File: src/rtl/edge_rate_counter.sv
// edge_rate_counter
//   Measures the rate and duty cycle of an asynchronous 1-bit stream (such as
//   the MSB of a phase-accumulator NCO) over a gate window of 2^GATE_LOG2
//   clocks. At the end of each window it publishes the rising-edge count and
//   the number of cycles the stream was high, together with a one-cycle strobe.
//
// Ports:
//   clk        clock
//   rst_n      asynchronous active-low reset
//   din        asynchronous serial bit stream
//   enable     1 = measure continuously, 0 = idle with accumulators cleared
//   count_out  rising edges seen in the last completed window (saturating)
//   high_out   cycles with synchronized din = 1 in the last completed window
//   valid      single-cycle strobe: count_out/high_out just updated
//   overflow   last completed window saturated the edge counter
module edge_rate_counter #(
  parameter int GATE_LOG2   = 16,
  parameter int CNT_WIDTH   = 16,
  parameter int SYNC_STAGES = 2
) (
  input  logic                 clk,
  input  logic                 rst_n,
  input  logic                 din,
  input  logic                 enable,
  output logic [CNT_WIDTH-1:0] count_out,
  output logic [GATE_LOG2:0]   high_out,
  output logic                 valid,
  output logic                 overflow
);

  localparam int HW = GATE_LOG2 + 1;

  logic [SYNC_STAGES-1:0] sync;
  logic                   s;
  logic                   p;

  logic [GATE_LOG2-1:0]   gate;
  logic [CNT_WIDTH-1:0]   edge_acc;
  logic [HW-1:0]          high_acc;
  logic                   ovf_acc;

  logic                   rise;
  logic                   edge_sat;
  logic                   edge_blocked;
  logic                   terminal;
  logic [CNT_WIDTH-1:0]   edge_next;
  logic [HW-1:0]          high_next;

  assign s = sync[SYNC_STAGES-1];

  // Synchronizer and previous-sample flop run regardless of enable, so that
  // enabling while din is already high does not register a false edge.
  always_ff @(posedge clk or negedge rst_n) begin
    if (!rst_n) begin
      sync <= '0;
      p    <= 1'b0;
    end else begin
      sync <= {sync[SYNC_STAGES-2:0], din};
      p    <= s;
    end
  end

  always_comb begin
    rise         = s & ~p;
    edge_sat     = &edge_acc;
    edge_blocked = rise & edge_sat;
    edge_next    = edge_acc;
    if (rise && !edge_sat) begin
      edge_next = edge_acc + CNT_WIDTH'(1);
    end
    high_next    = high_acc + HW'(s);
    terminal     = enable & (&gate);
  end

  // The terminal cycle folds in its own sample before publishing, so the
  // next window begins immediately with cleared accumulators.
  always_ff @(posedge clk or negedge rst_n) begin
    if (!rst_n) begin
      gate      <= '0;
      edge_acc  <= '0;
      high_acc  <= '0;
      ovf_acc   <= 1'b0;
      count_out <= '0;
      high_out  <= '0;
      valid     <= 1'b0;
      overflow  <= 1'b0;
    end else if (!enable) begin
      gate      <= '0;
      edge_acc  <= '0;
      high_acc  <= '0;
      ovf_acc   <= 1'b0;
      valid     <= 1'b0;
    end else begin
      gate <= gate + GATE_LOG2'(1);
      if (terminal) begin
        count_out <= edge_next;
        high_out  <= high_next;
        overflow  <= ovf_acc | edge_blocked;
        valid     <= 1'b1;
        edge_acc  <= '0;
        high_acc  <= '0;
        ovf_acc   <= 1'b0;
      end else begin
        edge_acc  <= edge_next;
        high_acc  <= high_next;
        ovf_acc   <= ovf_acc | edge_blocked;
        valid     <= 1'b0;
      end
    end
  end

endmodule

File: config.mk
export PLATFORM = sky130hd
export DESIGN_NAME = edge_rate_counter
export DESIGN_NICKNAME = d
export VERILOG_FILES = /design/src/rtl/edge_rate_counter.sv
export SDC_FILE = /design/constraint.sdc
export NUM_CORES = 1
export LEC_CHECK = 0
export ABC_AREA = 1
export CORE_MARGIN = 1.5
export CORE_UTILIZATION = 30
export CTS_CLUSTER_DIAMETER = 150
export DETAILED_ROUTE_END_ITERATION = 10
export PLACE_DENSITY = 0.51
export SYNTH_ARGS = -nofsm -noshare
export SYNTH_HDL_FRONTEND = slang
export SYNTH_SLANG_ARGS = --single-unit
File: constraint.sdc
create_clock -name clk -period 2 [get_ports clk]
set_input_delay 0.4 -clock clk [delete_from_list [all_inputs] [get_ports clk]]
set_output_delay 0.4 -clock clk [all_outputs]
set_load 0.005 [all_outputs]
==> impl_metrics.tcl, run 1 <==
set metrics [dict create \
    cts_tree "built" \
    fp.dieW_um 121 \
    fp.dieH_um 121 \
    hpwl_um 6460 \
    die-area_um2 14800 \
    yosysMostFrequentCell "nand2_1" \
    setup-violations-final 0 \
    drv_cap 0 \
    clk_latency_ns 0.35 \
    crit_path_end_kind "flip-flop" \
    cts-root-buf "clkbuf_16" \
    combPwrFrac_pct 3.2 \
    antenna_found_initial 0 \
    synth-main-ff-cell "dfrtp_1" \
    pwr-share-clk_pct 49.3 \
    io_buffers 38 \
    synthDistinctLibCells 30 \
    outcome "finished clean" \
    grt_max_degree 52 \
    route.detailed.drc 0 \
    htreeDepth 3 \
    drtAntennaViolNets 0 \
    fin_skew_ns 0.00765 \
    ys_ff_latch 88 \
    via_count 3406 \
    power.leakage_nw 2.50 \
    post_cts_buffers 0 \
    worst_pin_slew_ns 0.459 \
    crit_fanout 6 \
    rsz0062_at_grt "no" \
    critPathArrivalTime_ns 1.99 \
    worstPathCellList "ha_1, nand3_1, inv_1, nand2_1, nor2_1, nand3_1, nand2_1, nand2_1, nand2_1, nand2_1" \
    fin_crit_ns 1.75 \
    syn_area_um2 4210 \
    intPower_mw 3.03 \
    clk_pin_slew_ns 0.06 \
    p_sw_share_pct 20.3 \
    clock_path_buffers 2 \
    synth_area_leader_cell "dfrtp_1" \
    yosys.area.top_type_share_pct 52.3 \
    async_flop_share_pct 100 \
    totalWireLength_um 9120 \
    syn_inst 530 \
    track_usage_pct 13.7 \
    hold_path.class "reg -> reg" \
    num_io_pins 39 \
    cts_buffers 9 \
    p_per_area_nw_per_um2 733 \
    gp_congestion 0.806 \
    seq_power_share_pct 47.5 \
    synthToLayoutAreaGrowth_pct 23.2 \
    via_per_inst 4.46 \
    num_rows 43 \
    ir_worst_vdd_uv 460 \
    critPathMaxStageDelay_ns 0.40 \
    synthTopCellsByCount "nand2_1, dfrtp_1, nor2_1" \
    syn_avg_cell_area_um2 7.95 \
    ys_warn_count 0 \
    cts_sinks 88 \
    finalMaxSlewViolations 0 \
    synth-edff-count 0 \
    nNetsFinal 586 \
    yosys-top-cells-area "dfrtp_1, nand2_1, nor2_1" \
    critPathKind "reg -> reg" \
    p_sw_uw 770 \
    initial_core_util_pct 30.6 \
    finalHoldViolCount 0 \
    n_antenna_cell 0 \
    routedWlPerCell_um 12.0 \
    synthesis.nets 538 \
    max-slew-margin-rel_pct 69.1 \
    fin_crit_sh_pct 87.6 \
    drt-pass1-iter-count 4 \
    cp_slowest_cell "dfrtp_1" \
    grt_pass1_wl_um 15700 \
    drt_iter0_drc 225 \
    grt_remaining_overflow 0 \
    crit_top_cell "nand2_1" \
    holdWs_ns 0.355 \
    coreArea_um2 13800 \
    tns_ns 0 \
    fmax_mhz 571 \
    grt_pass1_vias 3359 \
    yosysSeqAreaShare_pct 52.3 \
    start_kind "flip-flop" \
    cp.required_ns 2.24 \
    drive_gt1_share_pct 7.03 \
]
## per-layer routing
| layer | vias up | track usage, % | share of wire [%] |
|---|---|---|---|
| met5 | - | 0 | 0 |
| met1 | 1602 | 16.3 | 44 |
| met4 | 0 | 3.97 | 1.4 |
| li1 | 1749 | - | - |
| met2 | 43 | 23.5 | 51 |
| met3 | 12 | 4.46 | 3.4 |
## registers in the layout, indices dropped and copies added (netlist names)
name and flops:
high_out 17, high_acc 17, count_out 16, sync 2, edge_acc 16, p 1, gate 16, valid 1
ovf_acc 1, overflow 1
## cell type report
class	count	area, µm²
timing repair buffer	48	493
multi-input combinational	377	1730
clock buffer	14	274
inverter	54	203
tap	180	225
fill	1493	8580
clock inverter	2	60.1
sequential	88	2200
## worst paths after layout
path,from,end,slack [ns],depth (start not counted)
max in group asynchronous,rst_n,valid,0.97,3
setup / recovery,edge_acc[0],count_out[12],0.25,10
hold reg to reg,sync[0],sync[1],0.35,0
setup reg to reg,edge_acc[0],count_out[12],0.25,10
hold / removal,sync[0],sync[1],0.35,0
min in group asynchronous,rst_n,edge_acc[11],0.47,2
## cell usage in the layout, fill, tap and decap left out, types with 8 or more instances in the layout
| cell type | n |
|---|---|
| nand2_1 | 184 |
| dfrtp_1 | 88 |
| nor2_1 | 71 |
| inv_1 | 52 |
| nand3_1 | 38 |
| clkdlybuf4s50_1 | 37 |
| a21oi_1 | 14 |
| xor2_1 | 10 |
| clkbuf_16 | 9 |
| nand4_1 | 8 |
| o21ai_1 | 8 |
## per-stage QoR
step / cell area (µm²) / utilization [%] / setup slack [ns] / instances / total power, mW
after floorplan: 4210 / - / 0.450 / 530 / 1.89
after global placement: 4840 / 35.2 / 0.245 / 746 / 1.96
after detailed placement: 4840 / 35.2 / 0.193 / 746 / 1.96
after CTS: 5190 / 37.7 / 0.238 / 763 / 3.87
after global routing: 5190 / 37.7 / 0.0689 / 763 / 3.95
final: 5190 / 37.7 / 0.248 / 763 / 3.80
## cell families after synthesis
| logic type | count (synthesis) | synth area share, % |
|---|---|---|
| simple gates | 323 | 32.1 |
| fa+ha+maj | 4 | 1.19 |
| compound gates | 36 | 4.90 |
| buf+inv | 65 | 6.60 |
| xor+xnor | 14 | 2.91 |
| flops | 88 | 52.3 |
## power by group through the flow
stage	Sequential, mW	Combinational (mW)	Clock, mW
floorplan	1.84	0.0533	0
global placement	1.84	0.121	0
detailed placement	1.84	0.124	0
CTS	1.81	0.126	1.94
global route	1.81	0.141	2.00
finish	1.81	0.121	1.87
## critical path, delay by kind of cell (launching register included)
kind	cells	cell delay, ns
AND/OR/NAND/NOR	8	0.92
flip-flops	1	0.40
adder cells (fa/ha/maj)	1	0.21
buffers and inverters	1	0.10
## timing repair
item,CTS,global route
resized for setup,0,0
hold buffers,1,0
hold endpoints to repair,15,0
(Power assumes the default switching activity.)
==> run 2: changes to the inputs <==
GPL_ROUTABILITY_DRIVEN = 0   (was unset)
SKIP_LAST_GASP = 1   (was unset)
==> results of run 2 <==
Same layout as run 1: the final DEF is identical, and so are final timing and power.
